## config.mk

```make
export PLATFORM = sky130hd
export DESIGN_NAME = cpu_mc
export DESIGN_NICKNAME = d
export VERILOG_FILES = /design/src/rtl/cpu_mc_pkg.sv /design/src/rtl/cpu_mc_reg_file.sv /design/src/rtl/cpu_mc.sv
export SDC_FILE = /design/constraint.sdc
export NUM_CORES = 1
export LEC_CHECK = 0
export ABC_AREA = 1
export BUFFER_PORTS_ARGS = -buffer_cell sky130_fd_sc_hd__buf_2
export CORE_MARGIN = 3
export CORE_UTILIZATION = 40
export CTS_CLUSTER_DIAMETER = 60
export DETAILED_ROUTE_END_ITERATION = 8
export PLACE_DENSITY = 0.62
export SLEW_MARGIN = 20
export SYNTH_ARGS = -nofsm -noshare
export SYNTH_HDL_FRONTEND = slang
export SYNTH_SLANG_ARGS = --single-unit
```

## constraint.sdc

```tcl
create_clock -name CLK -period 3.7 [get_ports CLK]
set_input_delay 0.37 -clock CLK [delete_from_list [all_inputs] [get_ports CLK]]
set_output_delay 0.37 -clock CLK [all_outputs]
set_load 0.01 [all_outputs]
```

## src/rtl/cpu_mc_pkg.sv

```systemverilog
// cpu_mc_pkg: instruction field positions, opcode constants, FSM states,
// ALU-op encoding and the opcode decoder shared by the cpu_mc core.
// Optional feature macro: CPU_SHIFT_EN (adds sll/srl/sra/ror, opcodes 13-16).
package cpu_mc_pkg;

   // Instruction word layout: [31:24] opcode, [23:16] rd/offset, [15:8] rt, [7:0] rs/imm
   localparam int FIELD_W = 8;
   localparam int OPC_LSB = 24;
   localparam int RD_LSB  = 16;
   localparam int RT_LSB  = 8;
   localparam int RS_LSB  = 0;

   localparam logic [7:0] OP_LOADI = 8'd0;
   localparam logic [7:0] OP_MOV   = 8'd1;
   localparam logic [7:0] OP_ADD   = 8'd2;
   localparam logic [7:0] OP_SUB   = 8'd3;
   localparam logic [7:0] OP_AND   = 8'd4;
   localparam logic [7:0] OP_OR    = 8'd5;
   localparam logic [7:0] OP_J     = 8'd6;
   localparam logic [7:0] OP_BEQ   = 8'd7;
   localparam logic [7:0] OP_LWD   = 8'd8;
   localparam logic [7:0] OP_LWI   = 8'd9;
   localparam logic [7:0] OP_SWD   = 8'd10;
   localparam logic [7:0] OP_SWI   = 8'd11;
   localparam logic [7:0] OP_BNE   = 8'd12;
`ifdef CPU_SHIFT_EN
   localparam logic [7:0] OP_SLL   = 8'd13;
   localparam logic [7:0] OP_SRL   = 8'd14;
   localparam logic [7:0] OP_SRA   = 8'd15;
   localparam logic [7:0] OP_ROR   = 8'd16;
`endif

   typedef enum logic [1:0] {ST_FETCH, ST_EXEC, ST_MEM} state_t;

   typedef enum logic [3:0] {
      ALU_PASS, ALU_ADD, ALU_SUB, ALU_AND, ALU_OR,
      ALU_SLL, ALU_SRL, ALU_SRA, ALU_ROR
   } alu_op_t;

   typedef enum logic [1:0] {BR_NONE, BR_JUMP, BR_EQ, BR_NE} br_kind_t;

   // Control bundle for the instruction held in IR.
   typedef struct packed {
      logic     legal;
      logic     writes_rd;  // ALU result goes to rd in EXEC
      logic     use_imm;    // operand / address comes from imm instead of rs
      logic     is_load;
      logic     is_store;
      br_kind_t br;
      alu_op_t  alu_op;
   } decode_t;

   function automatic decode_t decode(input logic [7:0] opcode);
      decode_t d;
      d        = '0;
      d.br     = BR_NONE;
      d.alu_op = ALU_PASS;
      d.legal  = 1'b1;
      case (opcode)
         OP_LOADI: begin d.writes_rd = 1'b1; d.use_imm = 1'b1; end
         OP_MOV:   d.writes_rd = 1'b1;
         OP_ADD:   begin d.writes_rd = 1'b1; d.alu_op = ALU_ADD; end
         OP_SUB:   begin d.writes_rd = 1'b1; d.alu_op = ALU_SUB; end
         OP_AND:   begin d.writes_rd = 1'b1; d.alu_op = ALU_AND; end
         OP_OR:    begin d.writes_rd = 1'b1; d.alu_op = ALU_OR;  end
         OP_J:     d.br = BR_JUMP;
         OP_BEQ:   d.br = BR_EQ;
         OP_BNE:   d.br = BR_NE;
         OP_LWD:   d.is_load = 1'b1;
         OP_LWI:   begin d.is_load = 1'b1;  d.use_imm = 1'b1; end
         OP_SWD:   d.is_store = 1'b1;
         OP_SWI:   begin d.is_store = 1'b1; d.use_imm = 1'b1; end
`ifdef CPU_SHIFT_EN
         OP_SLL:   begin d.writes_rd = 1'b1; d.alu_op = ALU_SLL; end
         OP_SRL:   begin d.writes_rd = 1'b1; d.alu_op = ALU_SRL; end
         OP_SRA:   begin d.writes_rd = 1'b1; d.alu_op = ALU_SRA; end
         OP_ROR:   begin d.writes_rd = 1'b1; d.alu_op = ALU_ROR; end
`endif
         default:  d.legal = 1'b0;
      endcase
      return d;
   endfunction

endpackage

```

## src/rtl/cpu_mc_reg_file.sv

```systemverilog
// cpu_mc_reg_file: DATA_W x 2**REG_ADDR_W register file with two asynchronous
// read ports, one synchronous write port and an asynchronous active-low clear.
module cpu_mc_reg_file #(
   parameter int DATA_W     = 8,
   parameter int REG_ADDR_W = 3
) (
   input  logic                  clk,
   input  logic                  rst_n,
   input  logic                  we,
   input  logic [REG_ADDR_W-1:0] waddr,
   input  logic [DATA_W-1:0]     wdata,
   input  logic [REG_ADDR_W-1:0] raddr_a,
   output logic [DATA_W-1:0]     rdata_a,
   input  logic [REG_ADDR_W-1:0] raddr_b,
   output logic [DATA_W-1:0]     rdata_b
);

   localparam int DEPTH = 2 ** REG_ADDR_W;

   logic [DATA_W-1:0] regs [DEPTH];

   // Clear every register on reset, otherwise write at most one per cycle.
   // NOTE: the array is reset on purpose: programs may read any register before writing it.
   always_ff @(posedge clk or negedge rst_n) begin
      if (!rst_n) begin
         for (int i = 0; i < DEPTH; i++) regs[i] <= '0;
      end else if (we) begin
         regs[waddr] <= wdata;
      end
   end

   assign rdata_a = regs[raddr_a];
   assign rdata_b = regs[raddr_b];

endmodule

```

## src/rtl/cpu_mc.sv

```systemverilog
// cpu_mc: multi-cycle CPU (FETCH -> EXEC [-> MEM]) with instruction and data
// busywait handshakes, jumps, conditional branches and load/store.
// Optional feature macro: CPU_SHIFT_EN (shift/rotate opcodes 13-16).
module cpu_mc
   import cpu_mc_pkg::*;
#(
   parameter int DATA_W     = 8,
   parameter int REG_ADDR_W = 3
) (
   input  logic              CLK,
   input  logic              RESET_N,
   output logic [31:0]       PC,
   input  logic [31:0]       INSTRUCTION,
   input  logic              I_BUSYWAIT,
   output logic              D_READ,
   output logic              D_WRITE,
   output logic [DATA_W-1:0] D_ADDR,
   output logic [DATA_W-1:0] D_WDATA,
   input  logic [DATA_W-1:0] D_RDATA,
   input  logic              D_BUSYWAIT,
   output logic              ILLEGAL
);

   state_t                state, state_nxt;
   logic [31:0]           ir;
   decode_t               dec;
   logic [FIELD_W-1:0]    opcode, offset, imm;
   logic [REG_ADDR_W-1:0] rd_addr, rt_addr, rs_addr;
   logic [DATA_W-1:0]     rt_val, rs_val, imm_ext, op_b, alu_res, rf_wdata;
   logic                  rf_we, take_branch;
   logic [31:0]           pc_plus4, br_target;
   logic                  unused_ir;

   // Instruction fields; register fields use only their low REG_ADDR_W bits.
   assign opcode  = ir[OPC_LSB +: FIELD_W];
   assign offset  = ir[RD_LSB  +: FIELD_W];
   assign imm     = ir[RS_LSB  +: FIELD_W];
   assign rd_addr = ir[RD_LSB  +: REG_ADDR_W];
   assign rt_addr = ir[RT_LSB  +: REG_ADDR_W];
   assign rs_addr = ir[RS_LSB  +: REG_ADDR_W];
   assign imm_ext = DATA_W'(imm);
   // High register-field bits are don't-care for small register files.
   assign unused_ir = ^ir;

   assign dec = decode(opcode);

   cpu_mc_reg_file #(
      .DATA_W     (DATA_W),
      .REG_ADDR_W (REG_ADDR_W)
   ) u_reg_file (
      .clk     (CLK),
      .rst_n   (RESET_N),
      .we      (rf_we),
      .waddr   (rd_addr),
      .wdata   (rf_wdata),
      .raddr_a (rt_addr),
      .rdata_a (rt_val),
      .raddr_b (rs_addr),
      .rdata_b (rs_val)
   );

   // Next-PC arithmetic; the 32-bit adders wrap naturally.
   assign pc_plus4    = PC + 32'd4;
   assign br_target   = pc_plus4 + {{22{offset[7]}}, offset, 2'b00};
   assign take_branch = (dec.br == BR_JUMP)
                     || (dec.br == BR_EQ && rt_val == rs_val)
                     || (dec.br == BR_NE && rt_val != rs_val);

   assign op_b = dec.use_imm ? imm_ext : rs_val;

`ifdef CPU_SHIFT_EN
   int shamt;
   assign shamt = int'(imm) % DATA_W;
`endif

   // ALU: rd <- f(rt, rs/imm); subtraction is two's-complement addition.
   always_comb begin
      alu_res = op_b;
      case (dec.alu_op)
         ALU_ADD: alu_res = rt_val + op_b;
         ALU_SUB: alu_res = rt_val + (~op_b + 1'b1);
         ALU_AND: alu_res = rt_val & op_b;
         ALU_OR:  alu_res = rt_val | op_b;
`ifdef CPU_SHIFT_EN
         ALU_SLL: alu_res = rt_val << shamt;
         ALU_SRL: alu_res = rt_val >> shamt;
         ALU_SRA: alu_res = $unsigned($signed(rt_val) >>> shamt);
         ALU_ROR: alu_res = (rt_val >> shamt) | (rt_val << (DATA_W - shamt));
`endif
         default: alu_res = op_b;
      endcase
   end

   // State register.
   // NOTE: sequential state uses non-blocking assignments so every flop samples pre-edge values.
   always_ff @(posedge CLK or negedge RESET_N) begin
      if (!RESET_N) state <= ST_FETCH;
      else          state <= state_nxt;
   end

   // Next-state logic plus register-file write control and the ILLEGAL pulse.
   // NOTE: every output gets a default before the case so no path infers a latch.
   always_comb begin
      state_nxt = state;
      rf_we     = 1'b0;
      rf_wdata  = alu_res;
      ILLEGAL   = 1'b0;
      case (state)
         ST_FETCH: if (!I_BUSYWAIT) state_nxt = ST_EXEC;
         ST_EXEC: begin
            ILLEGAL = !dec.legal;
            if (dec.is_load || dec.is_store) begin
               state_nxt = ST_MEM;
            end else begin
               state_nxt = ST_FETCH;
               rf_we     = dec.writes_rd;
            end
         end
         ST_MEM: begin
            if (!D_BUSYWAIT) begin
               state_nxt = ST_FETCH;
               rf_we     = dec.is_load;
               rf_wdata  = D_RDATA;
            end
         end
         default: state_nxt = ST_FETCH;
      endcase
   end

   // Datapath registers: IR capture, PC update and the registered memory strobes.
   always_ff @(posedge CLK or negedge RESET_N) begin
      if (!RESET_N) begin
         PC      <= '0;
         ir      <= '0;
         D_READ  <= 1'b0;
         D_WRITE <= 1'b0;
         D_ADDR  <= '0;
         D_WDATA <= '0;
      end else begin
         case (state)
            ST_FETCH: if (!I_BUSYWAIT) ir <= INSTRUCTION;
            ST_EXEC: begin
               if (dec.is_load || dec.is_store) begin
                  D_READ  <= dec.is_load;
                  D_WRITE <= dec.is_store;
                  D_ADDR  <= op_b;
                  D_WDATA <= rt_val;
               end else begin
                  PC <= take_branch ? br_target : pc_plus4;
               end
            end
            ST_MEM: begin
               if (!D_BUSYWAIT) begin
                  D_READ  <= 1'b0;
                  D_WRITE <= 1'b0;
                  PC      <= pc_plus4;
               end
            end
            default: ;
         endcase
      end
   end

endmodule
```

* Word level (Yosys, flattened, before mapping)
Index checks and enable logic that the tools add are counted.
** Word-level totals
- Register bits after elaboration :: 148
- Bits of input ports :: 44
- Output and inout port bits :: 51
- Word-level logic and storage cells :: 115
** Cells by class
- $add $sub $neg :: 5
- Magnitude comparators :: 4
- Equality and inequality tests :: 27
- Multiplexer cells :: 37
- Bitwise operators :: 7
- Reduce and logical (&&, ||, !) cells :: 20
** Operators with widths (count)
- two-way mux 32 bit :: 3
- bitwise mux 64 bit :: 1
- two-way mux 8 bit :: 8
- case mux 32 bit (2 select lines) :: 1
- binary-select mux 8 bit (select 3 bit) :: 2
- equality test 8 x 4 -> 1 bit (second input constant) :: 5
- adder 32 x 3 -> 32 bit (second input constant) :: 1
- adder 32 bit :: 1
- equality test 8 x 3 -> 1 bit (second input constant) :: 4
- case mux 8 bit (4 select lines) :: 1
- demux 8 bit (select 3 bit) :: 1
- adder 8 bit :: 2
- equality test 8 x 2 -> 1 bit (second input constant) :: 2
- OR reduction 13 bit :: 1
- greater-or-equal comparator 4 bit (second input constant) :: 3
- NOT 3 -> 4 bit :: 3
- case mux 2 bit (3 select lines) :: 2
- case mux 3 bit (4 select lines) :: 1
- two-way mux 1 bit :: 11
- adder 8 x 1 -> 8 bit (second input constant) :: 1
- AND 8 bit :: 1
- equality test 4 x 2 -> 1 bit (second input constant) :: 2
- equality test 8 x 1 -> 1 bit (second input constant) :: 1
- equality test 8 bit :: 1
- 23 further kinds :: 41

* Logic depth before layout (Yosys ltp)
Gate-level depths: netlist of the first run.
- Word-level depth :: 12
- Gate-level depth with buffers :: 28
- Mapped depth without buffers :: 28

* Modules after synthesis
A second synthesis of the first run with hierarchy kept.
** Unflattened totals
- Cells, all modules :: 1596
- Area, all modules :: 10890.4 um^2
** Modules (own cells, without submodules)
- cpu_mc :: times used 1, cells an instance 1007, area each 7089.3 um^2, seq. area each 1926.8 um^2
- cpu_mc_reg_file :: times used 1, cells an instance 589, area each 3801.1 um^2, seq. area each 1601.5 um^2

* Worst setup path before layout of the first run
Ideal clock, no wire load.
- Kind :: register to register
- Start :: register PC[6]
- End :: register PC[31]
- Library setup time :: 66 ps
- Data arrival time :: 3082 ps
- Data required time :: 3634 ps
- Path slack :: 552 ps
- Stages on the path, launching flop included :: 27
- Buffers on the path :: 0
- Period minus slack after synthesis :: 3148 ps
- Cells stage by stage :: dfrtp_1 inv_1 nor3_2 nand2_1 nor2_1 nand2_1 inv_2 nand4_1 nor2_2 nand3_1 nor2_1 or2_2 inv_1 ha_1 a21o_1 o21bai_1 nand2_1 nand2_1 a21oi_1 nand2_1 nand2_1 nand2_1 inv_1 nand4_1 nand2_1 nand3_1 nand2_1
** On the way
- Word-level cells in the longest chain between the ends :: 5
- Elaborated cells between the ends (all ways) :: 6
- Those cells by class :: add/sub (2); mux (4)
** RTL lines
- from (decl) :: line cpu_mc.sv:12 : output logic [31:0] PC,
- from (signal assigned) :: line cpu_mc.sv:149 : PC <= take_branch ? br_target : pc_plus4;
- from (signal assigned) :: line cpu_mc.sv:156 : PC <= pc_plus4;
- adder 32 x 3 -> 32 bit (*) :: line cpu_mc.sv:63 : assign pc_plus4 = PC + 32'd4;
- adder 32 bit :: line cpu_mc.sv:64 : assign br_target = pc_plus4 + {{22{offset[7]}}, offset, 2'b00};
- two-way mux 32 bit :: line cpu_mc.sv:149
- two-way mux 32 bit :: line cpu_mc.sv:143 : if (dec.is_load || dec.is_store) begin
- case mux 32 bit (2 select lines) (*) :: line cpu_mc.sv:140 : case (state)
Every way passes the cells marked *; elsewhere a longest branch is shown, timed or not. The select of a mux whose other input is x is not followed.
A chain may end at the register's enable or synchronous reset.

* Worst setup path in the final report of the first run
- Start :: register PC[7]
- End :: register PC[23]
The elaborated chain is that of the path after synthesis.

==> flow_summary.toml, run 1 <==
[sta]
slew_headroom = 0.422
skew_ns = 0.0178
fin_hold_ws_ns = 0.158
hold_viol_final = 0
rsz0062_at_grt = "true"
maxSlewViolCount = 0
tightest_slew_ns = 0.866
min_period_ns = 3.53
setup_viol = 0
fin_crit_sh = 0.954
fmax_mhz = 283

[floorplanning]
die_w_um = 176
chipHeight_um = 176
core_um2 = 28200
dieArea_um2 = 31100
ios = 95
num_rows = 61
start_util = 0.412

[critical_path]
rr_startpoint = "PC[7]"
cp_max_fo = 4
path_class = "reg2reg"
r2r_slack_ns = 0.17
endpoint_kind = "flop"
cp.required_ns = 4.03
r2r-end = "PC[23]"
arrival_ns = 3.86
start_kind = "flop"
r2r_cells = 26

[route]
vias = 12000
drt-pass1-iter-count = 6
postRouteAntennaNets = 0
drt_iter0_drc = 1080
via_per_inst = 5.28
wire_per_inst_um = 16.6
drc_errors = 0
drt-total-wl_um = 37900

[synth]
synth_cell_types = 62
ys_seq_area_frac = 0.304
yosys_warnings = 0
synth-edff-count = 0
avgSynthCellArea_um2 = 6.69
yosys_most_used_dff = "dfrtp_1"
synth_cells = 1735
ys_ff_latch = 141
synth_area_um2 = 11600
async_flop_share = 1.00

[pwr]
irDropWorstVdd_v = 0.000410
power.leakage_nw = 7.19
power.density_nw_per_um2 = 961

[clocking]
cts_buffers = 17
clk_latency_ns = 0.45
cts_tree = "yes"
clk_pin_slew_ns = 0.07
htree_levels = 4
clk_path_buf_depth = 2
cts_root_buffer = "clkbuf_16"
cts_sinks = 141

[final_layout]
syn2layout_area_growth_pct = 18.6
fin_nets = 1988
final_cell_mix = "nand2_1, inv_1, nand3_1"
drive_above_1_share = 0.188
mostFrequentLayoutCell = "nand2_1"
final_util = 0.489
fin_cells = 2280

[grt]
overflow = 0
grt_start_max_net_pins = 80
grtUsageTotal = 0.245
grt_pass1_vias = 11200
grt_pass1_wl_um = 60500
grt_antenna_before_repair = 1

[hold_path]
hp-class = "in2reg"
min_to = "ir[30]"
worstHoldStart = "INSTRUCTION[30]"
hold_depth = 2

[run]
maxCapViolations = 0

[placement]
gp_congestion = 0.990
dp_hpwl_um = 29200
dp_cells = 2237
portBuffers = 87

[outcome]
status = "finished clean"
cell families (layout without fill, tap and decap cells):
family / after synthesis / count (layout) / synth area share
buffers and inverters: 274 / 439 / 0.105
flip-flops: 141 / 141 / 0.304
multiplexers: 13 / 13 / 0.0126
other: 1 / 3 / 0.000323
adder cells (fa/ha/maj): 56 / 56 / 0.0616
AND/OR/NAND/NOR: 955 / 955 / 0.359
AO/OA/AOI/OAI: 253 / 253 / 0.126
XOR/XNOR: 42 / 42 / 0.0317
cell usage after synthesis, types with 8 or more instances:
| cell | instances | area (um2) |
|---|---|---|
| nand2_1 | 565 | 2120 |
| inv_1 | 201 | 754 |
| nand3_1 | 165 | 826 |
| dfrtp_1 | 141 | 3530 |
| nor2_1 | 112 | 420 |
| o21ai_0 | 89 | 445 |
| a21oi_1 | 76 | 380 |
| ha_1 | 54 | 676 |
| xor2_1 | 35 | 307 |
| nand4_1 | 29 | 181 |
| o21ai_1 | 29 | 145 |
| buf_6 | 17 | 191 |
| inv_2 | 17 | 63.8 |
| nor4_1 | 16 | 100 |
| nand2_2 | 15 | 93.8 |
| mux2_2 | 13 | 146 |
| nor3_1 | 13 | 65.1 |
| clkbuf_1 | 11 | 41.3 |
| a31oi_1 | 9 | 56.3 |
| buf_4 | 9 | 67.6 |
| a21o_1 | 8 | 60.1 |
| a21oi_2 | 8 | 70.1 |
worst max-delay path by stage:
stage	from	end	slack [ns]
2_1_floorplan	PC[6]	PC[31]	0.55
3_5_place_dp	PC[6]	PC[22]	0.09
3_3_place_gp	PC[6]	PC[22]	0.12
6_report	PC[7]	PC[23]	0.17
5_1_grt	PC[6]	PC[22]	-0.12
4_1_cts	PC[6]	PC[22]	0.05
metal layers:
metal | track usage | vias up | share of wire
met2 | 0.384 | 423 | 0.45
met5 | 0 | - | 0
met4 | 0.0740 | 0 | 0.028
met3 | 0.0520 | 70 | 0.074
li1 | - | 5947 | -
met1 | 0.340 | 5589 | 0.45
flip-flops by register name, indices dropped and copies added (netlist names):
name             flops
state                2
D_ADDR               8
D_WDATA              8
ir                  27
u_reg_file.regs     64
D_READ               1
PC                  30
D_WRITE              1
where the power goes:
group / internal [mW] / switching, mW
clock: 1.01 / 0.775
combinational: 3.26 / 5.75
sequential: 1.98 / 0.448
what timing repair did:
| item | CTS | global route |
|---|---|---|
| hold buffers | 1 | 0 |
| endpoints found under the setup margin | 0 | 46 |
| gates resized for setup | 0 | 53 |
| setup buffers | 0 | 9 |
| endpoints found under the hold margin | 62 | 0 |
worst max-delay path: stages (launching register included):
cell and delay [ns]:
dfrtp_1 0.40, inv_2 0.09, nor3_2 0.21, nand2_1 0.13, nor2_1 0.10, nand2_1 0.10, inv_2 0.08, nand4_1 0.12
nor2_2 0.18, buf_4 0.14, inv_1 0.04, nand2_1 0.09, inv_1 0.06, ha_2 0.30, a21oi_2 0.16, o21ai_0 0.10
a21oi_1 0.23, buf_4 0.16, nor2_1 0.03, nor2_1 0.09, o31ai_1 0.08, buf_4 0.17, xor2_1 0.13, inv_1 0.05
nand2_1 0.05, nand3_1 0.06, o21ai_1 0.07
metrics by stage:
stage          worst slack, ns  power [mW]  area, um2  TNS [ns]
6_report                 0.169        13.2      13800         0
5_1_grt                 -0.118        14.5      13800    -0.320
4_1_cts                 0.0501        12.9      13500         0
3_5_place_dp            0.0884        11.0      12900         0
3_3_place_gp             0.124        11.0      12900         0
2_1_floorplan            0.552        8.30      11600         0
layout make-up:
class / count / area [um2]
Clock inverter: 13 / 156
Timing Repair Buffer: 184 / 1220
Antenna cell: 1 / 2.50
Inverter: 223 / 855
Multi-Input combinational cell: 1321 / 7100
Clock buffer: 19 / 433
Fill cell: 2878 / 14400
Sequential cell: 141 / 3530
Tap cell: 378 / 473
No activity file was read; power rests on OpenSTA's default activity.
==> inputs of run 2 (changes only) <==
--- a/config.mk
+++ b/config.mk
@@ -9,8 +9,8 @@
 export BUFFER_PORTS_ARGS = -buffer_cell sky130_fd_sc_hd__buf_2
 export CORE_MARGIN = 3
-export CORE_UTILIZATION = 40
+export CORE_UTILIZATION = 62
 export CTS_CLUSTER_DIAMETER = 60
 export DETAILED_ROUTE_END_ITERATION = 8
-export PLACE_DENSITY = 0.62
+export PLACE_DENSITY = 0.87
 export SLEW_MARGIN = 20
 export SYNTH_ARGS = -nofsm -noshare
==> constraint.sdc (replaced) <==
create_clock -name CLK -period 3.7 [get_ports CLK]
set_input_delay 0.555 -clock CLK [delete_from_list [all_inputs] [get_ports CLK]]
set_output_delay 0.555 -clock CLK [all_outputs]
set_load 0.01 [all_outputs]
==> flow_summary.toml, run 2 (synthesis gave the netlist of run 1 again) <==
[outcome]
status = "finished clean"

[grt]
grt_pass1_vias = 11500
grtUsageTotal = 0.347
grt_antenna_before_repair = 0
grt_pass1_wl_um = 56500
overflow = 0
grt_start_max_net_pins = 84

[floorplanning]
die_w_um = 143
dieArea_um2 = 20400
ios = 95
start_util = 0.638
chipHeight_um = 143
core_um2 = 18200
num_rows = 49

[final_layout]
fin_nets = 1953
final_util = 0.729
n_antenna_cell = 0
fin_cells = 2095
reg_top3 = "u_reg_file.regs: 64 flops, PC: 30 flops, ir: 27 flops"
largest_reg_flops = 64
top_register = "u_reg_file.regs"
final_cell_mix = "nand2_1, inv_1, nand3_1"
drive_above_1_share = 0.173
syn2layout_area_growth_pct = 14.3
mostFrequentLayoutCell = "nand2_1"

[sta]
fin_hold_ws_ns = 0.146
worst_slack_ns = 0.0627
maxSlewViolCount = 0
tightest_slew_ns = 1.03
setup_viol = 0
hold_viol_final = 0
min_period_ns = 3.64
fin_crit_sh = 0.983
fmax_mhz = 275
slew_headroom = 0.314
skew_ns = 0.0139

[placement]
pre_cts_ws_ns = 0.0654
dp_hpwl_um = 26900
portBuffers = 87
dp_cells = 2053
gp_congestion = 1.05

[clocking]
cts_root_buffer = "clkbuf_16"
cts_buffers = 17
cts_sinks = 141
clk_latency_ns = 0.44
clk_pin_slew_ns = 0.06
hold_buffers = 0
clk_path_buf_depth = 2
htree_levels = 4
cts_tree = "yes"

[pwr]
p_sw_mw = 6.94
irDropWorstVdd_v = 0.000466
power_mw = 13.0
seq_power_share = 0.191
power_frac_clock = 0.136
power.leakage_nw = 7.01
intPower_mw = 6.05
swShare = 0.534
power.density_nw_per_um2 = 978
pwr-share-comb = 0.673

[critical_path]
cp_max_fo = 6
endpoint_kind = "flop"
path_class = "reg2reg"
arrival_ns = 3.96
cp.required_ns = 4.02
start_kind = "flop"

[run]
maxCapViolations = 0

[route]
via_per_inst = 5.99
drt-total-wl_um = 36300
drc_errors = 0
drt_iter0_drc = 1417
postRouteAntennaNets = 0
vias = 12500
wire_per_inst_um = 17.3
drt-pass1-iter-count = 8

[hold_path]
hp-class = "in2async"
## run 2: cell type report
cell class | count | area [um2]
Fill cell | 1451 | 4930
Timing Repair Buffer | 149 | 945
Sequential cell | 141 | 3530
Clock buffer | 21 | 470
Multi-Input combinational cell | 1321 | 7060
Clock inverter | 11 | 130
Inverter | 223 | 857
Tap cell | 229 | 287
## run 2: critical path, stage by stage, from the launching register on
cell	delay (ns)
dfrtp_2	0.42
nand2_1	0.10
nor3_2	0.19
nand2_1	0.12
nor2_1	0.14
nand2_1	0.12
inv_2	0.11
nand4_1	0.17
nor2_4	0.19
inv_1	0.06
nand2_1	0.11
inv_1	0.06
ha_1	0.37
nand2_1	0.12
nor2_2	0.16
nand2_1	0.07
o21ai_1	0.30
a21oi_1	0.19
o21bai_1	0.19
xnor2_1	0.13
nand2_1	0.07
nand3_1	0.08
nand2_1	0.05
## run 2: path summary, 6_finish.rpt
path	from	to	slack, ns	depth (start not counted)
worst max register to register	PC[5]	PC[24]	0.06	22
worst min register to register	D_WDATA[1]	D_WDATA[1]	0.47	2
max in group asynchronous	RESET_N	PC[26]	2.77	2
worst max-delay path	PC[5]	PC[24]	0.06	22
min in group CLK	INSTRUCTION[19]	ir[19]	0.35	2
worst min-delay path	RESET_N	u_reg_file.regs[49]	0.15	1
## run 2: per-stage QoR
step | cell area (um2) | TNS, ns
floorplan | 11600 | 0
global placement | 12400 | 0
detailed placement | 12400 | 0
CTS | 13000 | 0
global route | 13300 | -0.898
finish | 13300 | 0
## run 2: layer usage
metal	wire length (um)	global-route usage
met5	0	0
met1	14500	0.457
met3	3970	0.0834
met2	16600	0.560
met4	1270	0.125
## run 2: power by group through the flow
stage	Clock (mW)	Sequential (mW)	Combinational, mW
finish	1.77	2.48	8.75
global route	1.83	2.53	9.61
CTS	1.77	2.45	8.24
detailed placement	0	2.47	8.17
global placement	0	2.45	8.03
floorplan	0	2.42	5.87
## run 2: timing repair
action,in CTS,in global routing
setup buffers,0,10
pin swaps,0,12
resized for setup,1,52
gates cloned,0,0
endpoints found under the setup margin,1,41
==> inputs of run 3 (changes only) <==
==> constraint.sdc (replaced) <==
create_clock -name CLK -period 3.7 [get_ports CLK]
set_input_delay 0.74 -clock CLK [delete_from_list [all_inputs] [get_ports CLK]]
set_output_delay 0.74 -clock CLK [all_outputs]
set_load 0.01 [all_outputs]
==> flow_summary.toml, run 3 (synthesis gave the netlist of run 1 again) <==
[pwr]
power.leakage_nw = 7.07
power_mw = 13.2
power.density_nw_per_um2 = 983
swShare = 0.537
seq_power_share = 0.188
irDropWorstVdd_v = 0.000577
pwr-share-comb = 0.680
intPower_mw = 6.09
p_sw_mw = 7.07
power_frac_clock = 0.133

[placement]
dp_hpwl_um = 28000
pre_cts_ws_ns = 0.0973
gp_congestion = 1.06
dp_cells = 2070
portBuffers = 87

[sta]
min_period_ns = 3.60
maxSlewViolCount = 0
slew_headroom = 0.344
skew_ns = 0.0113
fmax_mhz = 277
hold_viol_final = 0
fin_crit_sh = 0.974
setup_viol = 0
tns_ns = 0
fin_hold_ws_ns = 0.299
tightest_slew_ns = 0.981
rsz0062_at_grt = "true"
worst_slack_ns = 0.0950

[route]
wire_per_inst_um = 17.7
drt-total-wl_um = 37400
drc_errors = 0
vias = 12600
drt_iter0_drc = 1379
via_per_inst = 5.97
drt-pass1-iter-count = 6
postRouteAntennaNets = 0

[final_layout]
reg_top3 = "u_reg_file.regs: 64 flops, PC: 30 flops, ir: 27 flops"
drive_above_1_share = 0.179
top_register = "u_reg_file.regs"
fin_nets = 1969
mostFrequentLayoutCell = "nand2_1"
final_cell_mix = "nand2_1, inv_1, nand3_1"
fin_cells = 2111
syn2layout_area_growth_pct = 15.2
n_antenna_cell = 0
largest_reg_flops = 64

[critical_path]
path_class = "reg2reg"
critical_path.most_common_cell = "nand2_1"
arrival_ns = 3.98
slowest_delay_ns = 0.42
start_kind = "flop"
path_buf_inv = 4
cp.required_ns = 4.07
critPathSlowestCell = "dfrtp_2"
endpoint_kind = "flop"
cpLargestDelayFamily = "simple AND/OR/NAND/NOR gates"
cp_max_fo = 5

[grt]
overflow = 0
grtUsageTotal = 0.363
grt_antenna_before_repair = 0
grt_pass1_vias = 11700
grt_start_max_net_pins = 72
grt_pass1_wl_um = 58800

[clocking]
cts_tree = "yes"
clk_path_buf_depth = 2
clk_pin_slew_ns = 0.07
cts_buffers = 17
hold_buffers = 0
cts_root_buffer = "clkbuf_16"
htree_levels = 4
clk_latency_ns = 0.44
cts_sinks = 141

[floorplanning]
ios = 95
core_um2 = 18200
num_rows = 49
start_util = 0.638
dieArea_um2 = 20400
die_w_um = 143
chipHeight_um = 143

[run]
maxCapViolations = 0

[hold_path]
hp-class = "in2async"

[outcome]
status = "finished clean"
[run 3: changes by cell type in the layout (fill, tap and decap cells not counted), sizes merged]
cell	before	now
buf	149	165
clkbuf	21	18
clkinv	3	2
clkinvlp	4	5
inv	225	228
[run 3: power groups by stage]
stage / registers [mW] / logic [mW] / clock network (mW)
after floorplan: 2.42 / 5.87 / 0
after global placement: 2.44 / 8.20 / 0
after detailed placement: 2.46 / 8.34 / 0
after CTS: 2.44 / 8.41 / 1.76
after global routing: 2.52 / 9.83 / 1.82
final: 2.47 / 8.94 / 1.74
[run 3: what timing repair did]
item / in CTS / in global routing
hold endpoints to repair: 0 / 0
resized for setup: 0 / 50
setup endpoints to repair: 0 / 39
buffers inserted: 0 / 9
[run 3: worst register-to-register path, cell delays in order (launching register included)]
cell and delay (ns):
dfrtp_2 0.42, nand2_1 0.09, nor3_2 0.19, nand2_1 0.13, nor2_1 0.16, nand2_1 0.12, inv_2 0.07, nand4_1 0.14
nor2_2 0.22, inv_1 0.06, nand2_1 0.10, inv_1 0.06, ha_1 0.33, a21oi_1 0.23, o21ai_0 0.12, a21oi_1 0.26
o21ai_2 0.16, nand2_1 0.11, nand2_1 0.06, nand2_1 0.05, nand2_1 0.04, inv_1 0.07, nand4_1 0.13, nand2_1 0.09
nand3_1 0.07, nand2_1 0.06
[run 3: final cells by class]
class                      instances  area [um2]
multi-input combinational       1321        7070
fill                            1477        4830
sequential                       141        3530
timing repair buffer             165        1040
inverter                         223         860
clock buffer                      18         429
tap                              229         287
clock inverter                    14         158
[run 3: path summary, 6_finish.rpt]
kind	startpoint	to	slack (ns)	cells past startpoint
setup / recovery	PC[5]	PC[31]	0.1	25
hold / removal	RESET_N	u_reg_file.regs[9]	0.30	1
setup reg to reg	PC[5]	PC[31]	0.1	25
hold reg to reg	D_ADDR[3]	D_ADDR[3]	0.48	2
max in group asynchronous	RESET_N	PC[3]	2.56	2
min in group CLK	D_ADDR[3]	D_ADDR[3]	0.48	2
[run 3: per-layer routing]
layer / vias up / track usage / share of wire
met4: 0 / 0.153 / 0.039
li1: 5910 / - / -
met5: - / 0 / 0
met1: 5802 / 0.492 / 0.40
met3: 143 / 0.0599 / 0.10
met2: 755 / 0.576 / 0.45
[run 3: per-stage QoR]
stage	cell area [um2]	util
2_1_floorplan	11600	-
3_3_place_gp	12500	0.687
3_5_place_dp	12500	0.687
4_1_cts	13100	0.720
5_1_grt	13400	0.735
6_report	13400	0.735
